<file path="config.mk">
export PLATFORM = sky130hd
export DESIGN_NAME = led_pattern_gen
export DESIGN_NICKNAME = d
export VERILOG_FILES = /design/src/rtl/led_pattern_gen.sv
export SDC_FILE = /design/constraint.sdc
export NUM_CORES = 1
export LEC_CHECK = 0
export BUFFER_PORTS_ARGS = -buffer_cell sky130_fd_sc_hd__buf_2
export CAP_MARGIN = 20
export CORE_UTILIZATION = 60
export DETAILED_ROUTE_END_ITERATION = 12
export PLACE_DENSITY = 0.77
export REMOVE_ABC_BUFFERS = 1
export SYNTH_ARGS = -nofsm -noshare
export SYNTH_HDL_FRONTEND = slang
export SYNTH_SLANG_ARGS = --single-unit
</file>
<file path="constraint.sdc">
create_clock -name PCLK -period 5 [get_ports PCLK]
set_input_delay 0.25 -clock PCLK [delete_from_list [all_inputs] [get_ports PCLK]]
set_output_delay 0.25 -clock PCLK [all_outputs]
set_load 0.01 [all_outputs]
</file>
<file path="src/rtl/led_pattern_gen.sv">
`timescale 1ns/1ps
// led_pattern_gen: multi-channel LED driver. Each channel can be off, on, blink or breathe.
// Each channel's mode and half-period are loaded at runtime over a valid/ready config port.
module led_pattern_gen #(
  parameter int          CHANNELS     = 4,
  parameter int          CNT_W        = 32,
  parameter int          PRESCALE     = 25200,
  parameter int          PWM_W        = 8,
  parameter logic [1:0]  DEFAULT_MODE = 2'b10,
  parameter int unsigned DEFAULT_HALF = 400
) (
  input  logic                PCLK,
  input  logic                RESET_n,
  input  logic                CFG_VALID,
  output logic                CFG_READY,
  input  logic [3:0]          CFG_CH,
  input  logic [1:0]          CFG_MODE,
  input  logic [CNT_W-1:0]    CFG_HALF,
  output logic                CFG_ERR,
  output logic                TICK,
  output logic [CHANNELS-1:0] LED
);

  localparam int               PS_W     = (PRESCALE > 1) ? $clog2(PRESCALE) : 1;
  localparam logic [PS_W-1:0]  PS_LAST  = PS_W'(PRESCALE - 1);
  localparam logic [CNT_W-1:0] HALF_RST = CNT_W'(DEFAULT_HALF);
  localparam logic [PWM_W-1:0] DUTY_TOP = '1;
  localparam logic [4:0]       CH_LIMIT = 5'(CHANNELS);

  typedef enum logic [1:0] {
    MODE_OFF     = 2'b00,
    MODE_ON      = 2'b01,
    MODE_BLINK   = 2'b10,
    MODE_BREATHE = 2'b11
  } mode_t;

  typedef enum logic {
    CFG_IDLE,
    CFG_HOLD
  } cfg_state_t;

  cfg_state_t          cfg_state;
  logic [PS_W-1:0]     presc_q;
  logic [PWM_W-1:0]    pwm_q;

  mode_t               mode_q     [CHANNELS];
  logic [CNT_W-1:0]    half_q     [CHANNELS];
  logic [CNT_W-1:0]    phase_q    [CHANNELS];
  logic [CNT_W-1:0]    phase_last [CHANNELS];
  logic [PWM_W-1:0]    duty_q     [CHANNELS];
  logic [CHANNELS-1:0] dir_down;
  logic [CHANNELS-1:0] blink_q;
  logic [CHANNELS-1:0] cfg_hit;
  logic [CHANNELS-1:0] wrap;

  logic accept;
  logic ch_invalid;

  assign accept     = CFG_VALID && CFG_READY;
  assign ch_invalid = ({1'b0, CFG_CH} >= CH_LIMIT);

  always_ff @(posedge PCLK or negedge RESET_n) begin
    if (!RESET_n) begin
      presc_q <= '0;
      TICK    <= 1'b0;
      pwm_q   <= '0;
    end else begin
      TICK    <= (presc_q == PS_LAST);
      presc_q <= (presc_q == PS_LAST) ? '0 : presc_q + PS_W'(1);
      pwm_q   <= pwm_q + PWM_W'(1);
    end
  end

  // One accepted write per two cycles: READY drops for the cycle after every accept.
  always_ff @(posedge PCLK or negedge RESET_n) begin
    if (!RESET_n) begin
      cfg_state <= CFG_IDLE;
      CFG_READY <= 1'b1;
      CFG_ERR   <= 1'b0;
    end else begin
      CFG_ERR <= 1'b0;
      case (cfg_state)
        CFG_IDLE: begin
          if (CFG_VALID) begin
            cfg_state <= CFG_HOLD;
            CFG_READY <= 1'b0;
            CFG_ERR   <= ch_invalid;
          end
        end
        CFG_HOLD: begin
          cfg_state <= CFG_IDLE;
          CFG_READY <= 1'b1;
        end
        default: begin
          cfg_state <= CFG_IDLE;
          CFG_READY <= 1'b1;
        end
      endcase
    end
  end

  always_comb begin
    cfg_hit = '0;
    wrap    = '0;
    for (int i = 0; i < CHANNELS; i++) begin
      phase_last[i] = (half_q[i] == '0) ? '0 : half_q[i] - CNT_W'(1);
      cfg_hit[i]    = accept && (CFG_CH == 4'(i));
      wrap[i]       = TICK && !cfg_hit[i] && (phase_q[i] == phase_last[i]);
    end
  end

  // A config write to a channel overrides any tick landing on that same edge.
  always_ff @(posedge PCLK or negedge RESET_n) begin
    if (!RESET_n) begin
      for (int i = 0; i < CHANNELS; i++) begin
        mode_q[i]  <= mode_t'(DEFAULT_MODE);
        half_q[i]  <= HALF_RST;
        phase_q[i] <= '0;
        duty_q[i]  <= '0;
      end
      dir_down <= '0;
      blink_q  <= '0;
      LED      <= '0;
    end else begin
      for (int i = 0; i < CHANNELS; i++) begin
        if (cfg_hit[i]) begin
          mode_q[i]   <= mode_t'(CFG_MODE);
          half_q[i]   <= CFG_HALF;
          phase_q[i]  <= '0;
          duty_q[i]   <= '0;
          dir_down[i] <= 1'b0;
          blink_q[i]  <= 1'b0;
        end else if (wrap[i]) begin
          phase_q[i] <= '0;
          blink_q[i] <= ~blink_q[i];
          if (!dir_down[i]) begin
            duty_q[i] <= duty_q[i] + PWM_W'(1);
            if (duty_q[i] == DUTY_TOP - PWM_W'(1)) dir_down[i] <= 1'b1;
          end else begin
            duty_q[i] <= duty_q[i] - PWM_W'(1);
            if (duty_q[i] == PWM_W'(1)) dir_down[i] <= 1'b0;
          end
        end else if (TICK) begin
          phase_q[i] <= phase_q[i] + CNT_W'(1);
        end

        case (mode_q[i])
          MODE_OFF:     LED[i] <= 1'b0;
          MODE_ON:      LED[i] <= 1'b1;
          MODE_BLINK:   LED[i] <= blink_q[i] ^ wrap[i];
          MODE_BREATHE: LED[i] <= (pwm_q < duty_q[i]);
          default:      LED[i] <= 1'b0;
        endcase
      end
    end
  end

endmodule

</file>
After elaboration in Yosys (flattened, before gate mapping):

Cells that the tools add are included.

* register bits: 335
* output and inout bits: 7
* logic and storage cells: 193

* add/subtract/negate cells: 18
* magnitude comparators: 5
* eq/ne operators: 29
* muxes and demuxes: 67
* bitwise gates (word level): 9
* reduce and logical (&&, ||, !) cells: 34

Operator list (count)
* $mux W32: 16
* $add A32 B1 Y32 const B: 4
* $eq A32 B32 Y1: 4
* $logic_not A32 Y1: 4
* $sub A32 B1 Y32 const B: 4
* $mux W8: 12
* $add A8 B1 Y8 const B: 5
* $eq A8 B1 Y1 const B: 4
* $eq A8 B8 Y1 const B: 4
* $lt A8 B8 Y1: 4
* $mux W1: 32
* $sub A8 B1 Y8 const B: 4
* $eq A2 B2 Y1 const B: 8
* $pmux W1 S4: 4
* $add A15 B1 Y15 const B: 1
* $eq A15 B15 Y1 const B: 1
* $mux W15: 1
* $logic_and A1 B1 Y1: 13
* $reduce_bool A3 Y1: 4
* $eq A2 B1 Y1 const B: 4
* $eq A4 B2 Y1 const B: 2
* $logic_not A2 Y1: 4
* $reduce_bool A2 Y1: 4
* $not A1 Y1: 5
* 7 further kinds: 14

Depth between registers and ports, before layout:

* word-level depth: 7
* mapped depth: 16
* gate-level depth less buffers: 12

Least setup slack after synthesis:

No wires, ideal clock.

* kind: register to register
* from: register half_q[0] (netlist name)
* to: register duty_q[2] (netlist name)
* arrival: 4137 ps
* path slack: 734 ps
* stages on the path, launching flop included: 16
* period minus slack after synthesis: 4266 ps
* cells stage by stage: dfrtp_1 -> inv_1 -> ha_1 -> nor3b_1 -> nand4_1 -> clkbuf_1 -> nor2_1 -> a21oi_1 -> a2111o_1 -> or4_1 -> or4_1 -> or4_4 -> buf_6 -> buf_2 -> o211ai_1 -> o31ai_1

* cells in the longest elaborated chain, start to end: 5

RTL lines
* start, declared: line 47 `logic [CNT_W-1:0] half_q [CHANNELS];`
* start signal, assigned by index: line 117 `half_q[i] <= HALF_RST;`
* start signal, assigned by index: line 128 `half_q[i] <= CFG_HALF;`
* $sub A32 B1 Y32 or $logic_not A32 Y1 (tied branches): line 106 `phase_last[i] = (half_q[i] == '0) ? '0 : half_q[i] - CNT_W'(1);`
* $mux W32 (*): line 106
* $eq A32 B32 Y1 (*): line 108 `wrap[i] = TICK && !cfg_hit[i] && (phase_q[i] == phase_last[i]);`
* $logic_and A1 B1 Y1 (*): line 108
* $reduce_bool A2 Y1 (no line) (*)
* end signal, assigned by index: line 137 `duty_q[i] <= duty_q[i] + PWM_W'(1);`
* end signal, assigned by index: line 140 `duty_q[i] <= duty_q[i] - PWM_W'(1);`
* end, declared: line 50 `logic [PWM_W-1:0] duty_q [CHANNELS];`

Every way passes the cells marked *; elsewhere a longest branch is shown, timed or not.
A chain may end at the register's enable or synchronous reset.

Worst setup path after layout:

* from: register half_q[18] (netlist name)
* to: register duty_q[5] (netlist name)

The elaborated chain is that of the path after synthesis.

==> metrics.log <==
INFO  metric reported_leakage_power = 10.6 nW
INFO  metric initial_core_util = 0.610
INFO  metric place_hpwl = 45100 um
INFO  metric hold_path_class = input pin to register
INFO  metric postSynthRegisterBits = 335
INFO  metric critPathArrivalTime = 5140 ps
INFO  metric drt-pass1-iter-count = 6
INFO  metric rsz0062_at_grt = false
INFO  metric cells_after_synth = around 2600
INFO  metric fin_util = 0.674
INFO  metric timing.hold.ws = between 40 and 50 ps
INFO  metric average_detailed_routed_wire_length_per_instance = 20.2 um
INFO  metric number_of_synthesized_flops_with_an_enable_pin = 0
INFO  metric synth_fa_ha_area_frac = 0.0303
INFO  metric ant_nets = 0
INFO  metric grt_antenna_before_repair = 1
INFO  metric worst_pin_slew = about 1100 ps
INFO  metric crit_path_max_incr_delay = about 630 ps
INFO  metric fin_tns_setup = 0 ps
INFO  metric crit_chain = or4_4, or3_1, or3_1, o41ai_4, o211ai_1, or4_1, or4_1, or4_4, nand2_1, buf_4, o21ai_0
INFO  metric tritoncts = done
INFO  metric number_of_global_route_vias_before_repair = 19500
INFO  metric worstSetupStartpointType = register
INFO  metric post_layout_nonfiller_instances = 3133
INFO  metric synth_compound_gate_area_share = 0.127
INFO  metric shortest_clock_period_the_worst_path_allows_after_layout = approximately 4700 ps
INFO  metric detail_route.vias_per_cell = 6.42
INFO  metric nFillCells = 2948
INFO  metric worst-setup-path-type = register to register
INFO  metric drtIter0Drc = 1645
INFO  metric synth-warning-count = 0
INFO  metric synth_area = 0.0223 mm2
INFO  metric floorplan.rows = 70
INFO  metric slew_headroom = 0.297
INFO  metric totalWireLength = between 60000 and 70000 um
INFO  metric synthesis.area_per_instance = between 8 and 9 um2
INFO  metric asyncSetResetFlopFracSynth = 1.00
INFO  metric setup.worst_path.end_class = register
INFO  metric fin_skew = 22.9 ps
INFO  metric post-place-cells = ~3000
INFO  metric postLayoutCellArea = 0.0246 mm2
INFO  metric clock_latency = 580 ps
INFO  metric ir_worst_vdd = about 0.00030 V
INFO  metric cts_inserted_buffers = 39
INFO  metric final_hold_viol_count = 0
INFO  metric finalWorstSetupSlack = 296 ps
INFO  metric area_delta_synth_final = 10.6%
INFO  metric parity_gate_share_of_the_synthesized_area_counting_xor_and_xnor_cells = 0.0941
INFO  metric die_h = 195 um
INFO  metric design.core.area = 0.0365 mm2
INFO  metric port-buffer-count = 47
INFO  metric timing.fmax = roughly 210 MHz
INFO  metric hold_buffers = 34
INFO  metric met2_demand_to_capacity_share_in_global_routing = 0.562
INFO  metric clock_pin_slew_worst_setup_and_hold_paths = 70 ps
INFO  metric grt_first_pass_wirelength = 102000 um
INFO  metric p_total = 9.09 mW
INFO  metric grt_util_all_layers = 0.337
INFO  metric power.density_cell_area = 369 mW/mm2
INFO  metric global_route.peak_usage_layer = met2
INFO  metric cts-root-buf = clkbuf_16
INFO  metric final.period_utilization = 0.941
INFO  metric synth.area.mux_share = 0.0460
INFO  metric overflow = 0
INFO  metric synth.yosys.seq_area_share = 0.377
INFO  metric place_worst_setup_slack = around 360 ps
INFO  metric slowest_stage = or4_4
INFO  metric combinational_family_with_the_most_area_after_synthesis = simple AND/OR/NAND/NOR gates
INFO  metric synth_flop_cell = dfrtp_1
INFO  metric cts_repair_resize_count = 0
INFO  metric ctsHtreeMaxLevel = 2
INFO  metric setup_viol = 0
INFO  metric maxCapViolCount = 0
INFO  metric globalRouteMet1Util = 0.431
INFO  metric worst-endpoint-required = 5440 ps
INFO  metric finalWeightedCongestion = 0.955
INFO  metric cts-root-to-sink-buffers = 3
INFO  metric clock_sinks = 335
INFO  metric num_antenna_cells = 0
INFO  metric design.final.nets = 2729
INFO  metric synthSimpleGateAreaFrac = 0.283
INFO  metric critical_path.max_fanout = 17
INFO  metric floorplan.die_area = ~0.038 mm2
INFO  metric io_pins = 48
INFO  metric cts_setup_buffers = 0
INFO  metric use_met3 = 0.0528
INFO  metric vias = approximately 20000
INFO  metric placedInstanceArea = 0.0229 mm2
INFO  metric final_max_slew_viol_count = 0
INFO  metric layout-drive-gt1-share = 0.107
INFO  metric die_width = 195 um
INFO  metric grt_max_degree = 136
INFO  metric status = finished, final reports clean
INFO  metric residual_drc_count = 0
INFO  metric synth_cell_types = 83
[worst paths after layout]
kind / from / endpoint / slack, ps / cells past startpoint
worst min-delay path: CFG_HALF[25] / half_q[121] / 40 / 3
worst min register to register: cfg_state / cfg_state / 440 / 1
min in group asynchronous: RESET_n / duty_q[2] / 260 / 2
max in group asynchronous: RESET_n / phase_q[52] / 3540 / 3
worst max register to register: half_q[18] / duty_q[5] / 300 / 11
worst max-delay path: half_q[18] / duty_q[5] / 300 / 11
[flip-flops by register name (all words and copies together) (netlist names)]
| register | count |
|---|---|
| half_q | 128 |
| phase_q | 128 |
| duty_q | 32 |
| presc_q | 15 |
| mode_q | 8 |
| pwm_q | 8 |
| LED | 4 |
| blink_q | 4 |
| dir_down | 4 |
| CFG_ERR | 1 |
| CFG_READY | 1 |
| TICK | 1 |
| cfg_state | 1 |
[cell usage after synthesis (49+ instances only)]
cell type  number  area share
or3_1          55       0.015
inv_1          95       0.016
nor4_1         82       0.023
dfrtp_1       318        0.36
and3_1         49       0.014
nor2_1        233       0.039
mux2_2         67       0.034
nor3_1         95       0.021
clkbuf_1      115       0.019
nand2_1       341       0.057
nand4_1        59       0.017
xor2_1         90       0.035
ha_1           54       0.030
xnor2_1       144       0.057
a21oi_1        67       0.015
o21ai_0        99       0.022
nand3_1       111       0.025
[power by group]
group	internal (mW)	switching, mW	total, mW
Combinational	1.04	1.34	2.39
Sequential	3.09	0.566	3.65
Clock	1.85	1.20	3.05
[critical path, delay by kind of cell, from the launching register on]
kind | cells | cell delay [ps]
AOI/OAI and AO/OA | 3 | 510
buffers and inverters | 1 | 230
DFF | 1 | 460
and+or+nand+nor | 7 | 3360
[logic make-up (layout without fill, tap and decap cells)]
group | count (synthesis) | after routing
xor+xnor | 236 | 236
mux | 94 | 94
simple gates | 1236 | 1236
compound gates | 415 | 415
flops | 335 | 335
buf+inv | 235 | 295
fa+ha+maj | 54 | 54
[layout make-up]
cell class	count	area, um2	share of cell area
clock buffer	56	1140	0.0463
inverter	95	357	0.0145
timing repair buffer	128	961	0.0390
sequential	335	8400	0.341
tap	468	586	0.0238
multi-input combinational	2035	12900	0.526
clock inverter	16	228	0.00925
[per-layer routing]
layer | share of wire | up-vias
li1 | - | 9393
met1 | 0.41 | 9719
met2 | 0.47 | 812
met3 | 0.070 | 190
met4 | 0.041 | 0
met5 | 0 | -
[layout by cell type, fill, tap and decap left out, types with 13 or more instances in the layout]
cell           instances
dfstp_2               17
o21ai_0               99
or2_2                 19
mux2i_1               27
o211ai_1              13
xnor2_1              144
ha_1                  54
nor2b_1               29
inv_1                 95
or4_1                 37
nand3_1              110
nor4_1                82
nand2b_1              25
and2_1                20
or3_1                 55
buf_2                 47
nor4b_1               13
clkbuf_16             40
dlygate4sd3_1         34
nand4_1               59
o22ai_1               13
a21oi_1               67
nor2_1               233
nor3b_1               14
and4_1                17
a31oi_1               33
dfrtp_1              318
mux2_2                67
nor3_1                93
nand2_1              341
buf_4                 44
xor2_1                90
o31ai_1               19
and3_1                49
a21o_1                34
Power figures use the tool's default switching activity.
